$ cat config.mk
export PLATFORM = sky130hd
export DESIGN_NAME = conv_window
export DESIGN_NICKNAME = d
export VERILOG_FILES = /design/src/rtl/conv_pkg.sv /design/src/rtl/line_buffer.sv /design/src/rtl/conv_window.sv
export SDC_FILE = /design/constraint.sdc
export NUM_CORES = 1
export LEC_CHECK = 0
export BUFFER_PORTS_ARGS = -buffer_cell sky130_fd_sc_hd__buf_2
export CAP_MARGIN = 0
export CORE_ASPECT_RATIO = 0.8
export CORE_UTILIZATION = 65
export CTS_BUF_LIST = sky130_fd_sc_hd__clkbuf_4
export CTS_CLUSTER_DIAMETER = 40
export CTS_CLUSTER_SIZE = 24
export DETAILED_ROUTE_END_ITERATION = 7
export PLACE_DENSITY_LB_ADDON = 0.05
export SYNTH_ARGS = -nofsm -noshare
export SYNTH_HDL_FRONTEND = slang
export SYNTH_SLANG_ARGS = --single-unit
$ cat constraint.sdc
create_clock -name clk -period 12.7 [get_ports clk]
set_input_delay 2.54 -clock clk [delete_from_list [all_inputs] [get_ports clk]]
set_output_delay 2.54 -clock clk [all_outputs]
set_load 0.1 [all_outputs]
$ cat src/rtl/conv_pkg.sv
// Shared types and widths for the 3x3 convolution window generator.
package conv_pkg;

  localparam int PIX_W = 4;
  localparam int WIN_W = 36;

  typedef enum logic [1:0] {
    IDLE   = 2'd0,
    FILL   = 2'd1,
    ACTIVE = 2'd2,
    DONE   = 2'd3
  } conv_state_e;

endpackage

$ cat src/rtl/line_buffer.sv
// Pixel-wide shift register of DEPTH stages; shifts only when en is high.
module line_buffer
  import conv_pkg::*;
#(
  parameter int DEPTH = 7
) (
  input  logic             clk,
  input  logic             en,
  input  logic [PIX_W-1:0] din,
  output logic [PIX_W-1:0] dout
);

  // Contents are never reset: stale data is masked by the row/col gating upstream.
  logic [PIX_W-1:0] mem [DEPTH];

  always_ff @(posedge clk) begin
    if (en) begin
      mem[0] <= din;
      for (int i = 1; i < DEPTH; i++) begin
        mem[i] <= mem[i-1];
      end
    end
  end

  assign dout = mem[DEPTH-1];

endmodule

$ cat src/rtl/conv_window.sv
// Raster-order 3x3 window generator feeding the convolution datapath.
// Optional feature: define CONV_WINDOW_COUNT_EN to add the win_count output.
module conv_window
  import conv_pkg::*;
#(
  parameter int IMG_W = 8,
  parameter int IMG_H = 8
) (
  input  logic             clk,
  input  logic             rst,
  input  logic             frame_start,
  input  logic             pixel_valid,
  input  logic [PIX_W-1:0] pixel_in,
  output logic [WIN_W-1:0] sample_out,
  output logic             conv_en,
  output logic             frame_done,
`ifdef CONV_WINDOW_COUNT_EN
  output logic [11:0]      win_count,
`endif
  output conv_state_e      state_dbg
);

  // Handshake: a pixel is accepted on a rising edge where pixel_valid=1 and the
  // FSM is in FILL or ACTIVE with no frame_start; there is no back-pressure.

  localparam logic [5:0] COL_LAST = 6'(IMG_W - 1);
  localparam logic [5:0] ROW_LAST = 6'(IMG_H - 1);

  conv_state_e      state, state_next;
  logic [5:0]       col, row;
  logic [WIN_W-1:0] win_q, win_next;
  logic [PIX_W-1:0] lb0_out, lb1_out;
  logic             accept, emit, last_pix;

  assign accept   = pixel_valid && !frame_start && (state == FILL || state == ACTIVE);
  assign emit     = accept && (row >= 6'd2) && (col >= 6'd2);
  assign last_pix = (col == COL_LAST) && (row == ROW_LAST);
  assign state_dbg = state;

  // Shift every window row left by one column; the new right column is
  // {two rows up, one row up, incoming pixel}.
  assign win_next = {pixel_in, win_q[35:28], lb0_out, win_q[23:16], lb1_out, win_q[11:4]};

  line_buffer #(.DEPTH(IMG_W - 1)) u_lb0 (
    .clk  (clk),
    .en   (accept),
    .din  (win_q[35:32]),
    .dout (lb0_out)
  );

  line_buffer #(.DEPTH(IMG_W - 1)) u_lb1 (
    .clk  (clk),
    .en   (accept),
    .din  (win_q[23:20]),
    .dout (lb1_out)
  );

  always_comb begin
    state_next = state;
    if (frame_start) begin
      state_next = FILL;
    end else begin
      case (state)
        IDLE:   state_next = IDLE;
        FILL: begin
          if (accept && last_pix)  state_next = DONE;
          else if (emit)           state_next = ACTIVE;
        end
        ACTIVE: if (accept && last_pix) state_next = DONE;
        DONE:   state_next = IDLE;
        default: state_next = IDLE;
      endcase
    end
  end

  always_ff @(posedge clk) begin
    if (rst) begin
      state      <= IDLE;
      col        <= '0;
      row        <= '0;
      sample_out <= '0;
      conv_en    <= 1'b0;
      frame_done <= 1'b0;
    end else begin
      state      <= state_next;
      conv_en    <= emit;
      frame_done <= (state == DONE);
      if (emit) sample_out <= win_next;
      if (frame_start) begin
        col <= '0;
        row <= '0;
      end else if (accept) begin
        if (col == COL_LAST) begin
          col <= '0;
          row <= (row == ROW_LAST) ? 6'd0 : row + 6'd1;
        end else begin
          col <= col + 6'd1;
        end
      end
    end
  end

  always_ff @(posedge clk) begin
    if (accept) win_q <= win_next;
  end

`ifdef CONV_WINDOW_COUNT_EN
  always_ff @(posedge clk) begin
    if (rst || frame_start) begin
      win_count <= '0;
    end else if (emit && win_count != 12'hFFF) begin
      win_count <= win_count + 12'd1;
    end
  end
`endif

endmodule

==> flow_summary.ini <==
[clocking]
cts_buffers = 17
cts.sinks = 124
cts_setup_buffers = 0
cts_hold_buffers = 0
htree_levels = 4
clock_path_buffers = 2
cts_tree = yes
cts_root_buffer = clkbuf_4
clk_pin_slew_ns = 0.11
postCtsResizedCells = 0
clock_latency_ns = 0.51

[pwr]
swShare_pct = 22.3
switchingPower_w = 0.000172
p_leak_nw = 1.80
power_density_nw_per_um2 = 153
peakVddDrop_v = 0.000113
p_comb_share_pct = 2.1
pwr-share-clk_pct = 41.6
internal_power_w = 0.000597
p_seq_share_pct = 56.2

[timing]
hold_viol = 0
slew_viol_final = 0
finalSetupTns_ns = 0
timing.fmax_ghz = 0.232
worstMarginPinSlew_ns = 1.24
period_share_pct = 33.9
maxSlewHeadroom_pct = 17.4
hold_slack_ns = 0.421
period_minus_slack_ns = 4.31
final.setup_skew_ns = 0.0205
setup_viol = 0
rsz0062_at_grt = no

[placed_design]
port_buffers = 47
hpwl_mm = 4.34
place_area_um2 = 4680
gp_congestion = 0.810

[floorplan]
core_um2 = 6510
die_w_um = 94.7
dieArea_um2 = 7210
io_pins = 48
start_util_pct = 68.7
rows = 26
die_h_um = 76.1

[final_layout]
fin_nets = 393
stdcell_area_um2 = 5030
antennaDiodeCount = 0
synthToLayoutAreaGrowth_pct = 12.6
final_layout_size_suffix_gt1_share_pct = 24.6
n_fill_cell = 421

[routing]
drt_iter0_drc = 192
viasPerCell = 5.76
firstDrtPassIters = 4
drtAntennaViolNets = 0
vias = 2738
post-route-drc-count = 0
wl_per_cell_um = 16.3
postRouteWirelength_mm = 7.75

[logic_synthesis]
synth_ff_type = edfxtp_1
ys_warn_count = 0
synth-seq-cells = 124
synthDistinctLibCells = 40
synth.most_common_cell = edfxtp_1
syn_inst = 328
yosysTopAreaCell = edfxtp_1
synthArstFlopShare_pct = 0
synth_nets = 343
synth_commonest_cells = 72 x edfxtp_1, 52 x dfxtp_1, 40 x nand3_1
synth_top_area_share_pct = 48.4
syn_avg_cell_area_um2 = 13.6
seq_area_frac_synth_pct = 71.7
synth.area.top_cells = edfxtp_1 48%, dfxtp_1 23%, nand3_1 4.5%
netlist_area_um2 = 4470
synth-edff-count = 72

[setup_path]
r2r_end = sample_out[7]
r2r_cells = 8
cp-start-kind = input port
crit_end = sample_out[7]
cp_max_fo = 76
ff2ff_setup_slack_ns = 9.72
path_cells = buf_2 > nor3b_4 > buf_4 > o41a_1 > buf_4 > nand3_1 > a21oi_1
critPathLaunch = frame_start
critPathMaxStageDelay_ns = 0.71
path_class = input port to flop
worstPathRequired_ns = 13.13
slowest_stage = buf_4
r2r-start = state_dbg[0]
endpoint_kind = flop
critPathMostFrequentCell = buf_4
cp.arrival_ns = 4.73

[hold_path]
worstHoldStart = win_q[27]
hp-class = flop to flop

[grt]
antenna_found_initial = 0
grt_use_total_pct = 24.7
grt_pass1_vias = 2573
grt_pass1_wl_mm = 13.0
grt_max_degree = 77
overflow = 0

[run]
cap_violations = 0

[outcome]
status = finished clean
==> cell families (layout without fill, tap and decap cells) <==
logic type               after synthesis  in the layout  synth area share [%]
flip-flops                           124            124                  71.7
AO/OA/AOI/OAI                         83             83                  10.8
AND/OR/NAND/NOR                       78             78                  9.30
buffers and inverters                 25             88                  4.06
XOR/XNOR                              10             10                  1.96
adder cells (fa/ha/maj)                7              7                  1.96
multiplexers                           1              1                 0.252
==> per-layer routing <==
layer | share of wire, % | GRT usage (%) | vias to the layer above
li1 | - | - | 1319
met1 | 47 | 35.2 | 1322
met2 | 46 | 35.8 | 87
met3 | 5.9 | 8.88 | 10
met4 | 1.1 | 7.73 | 0
met5 | 0 | 0 | -
==> worst min path at each step <==
stage / endpoint / slack, ns / cells after the start
6_report: u_lb0.mem[2][3] / 0.42 / 0
5_1_grt: u_lb0.mem[4][2] / 0.44 / 0
4_1_cts: u_lb0.mem[4][2] / 0.42 / 0
3_5_place_dp: u_lb0.mem[2][3] / 0.40 / 0
3_3_place_gp: u_lb1.mem[3][2] / 0.40 / 0
2_1_floorplan: u_lb0.mem[2][0] / 0.40 / 0
==> area by class of cell <==
cell class | count | area, um^2 | share of cell area [%]
sequential | 124 | 3200 | 63.7
multi-input combinational | 179 | 1090 | 21.6
timing repair buffer | 52 | 273 | 5.42
clock inverter | 14 | 209 | 4.16
clock buffer | 18 | 135 | 2.69
tap | 84 | 105 | 2.09
inverter | 4 | 15.0 | 0.299
==> through the flow <==
step | power (W) | utilization (%) | std cells | setup WS, ns
2_1_floorplan | 0.000453 | - | 328 | 5.84
3_3_place_gp | 0.000457 | 72.0 | 443 | 7.91
3_5_place_dp | 0.000458 | 72.0 | 443 | 7.84
4_1_cts | 0.000775 | 77.3 | 475 | 8.38
5_1_grt | 0.000796 | 77.3 | 475 | 8.24
6_report | 0.000769 | 77.3 | 475 | 8.39
==> state kept, by name, summed over array words and instances (netlist names) <==
name	cells
sample_out	36
win_q	32
u_lb0.mem	20
u_lb1.mem	20
col	6
row	6
state_dbg	2
conv_en	1
frame_done	1
==> cell usage in the layout, fill, tap and decap left out, types with 3 or more instances in the layout <==
master	n
edfxtp_1	72
nand3_1	40
nand4_1	3
dfxtp_1	52
inv_1	4
nor2_1	13
bufinv_16	4
nor3_1	6
inv_6	4
buf_4	5
ha_1	7
and2_1	3
a21oi_1	36
o21ai_1	28
xor2_1	8
clkbuf_4	18
buf_2	47
clkinvlp_4	3
o21ai_0	7
==> worst max-delay path, delay by kind of cell <==
| kind | cells | cell delay, ns |
|---|---|---|
| compound gates | 2 | 0.60 |
| simple gates | 2 | 0.32 |
| buf+inv | 3 | 1.25 |
==> power groups by stage <==
stage | combinational, W | clock (W) | sequential [W]
3_3_place_gp | 0.0000162 | 0 | 0.000441
3_5_place_dp | 0.0000163 | 0 | 0.000441
6_report | 0.0000163 | 0.000320 | 0.000432
5_1_grt | 0.0000177 | 0.000345 | 0.000433
2_1_floorplan | 0.00000990 | 0 | 0.000444
4_1_cts | 0.0000164 | 0.000327 | 0.000432
Note: power is estimated with default switching activity, not from simulation.
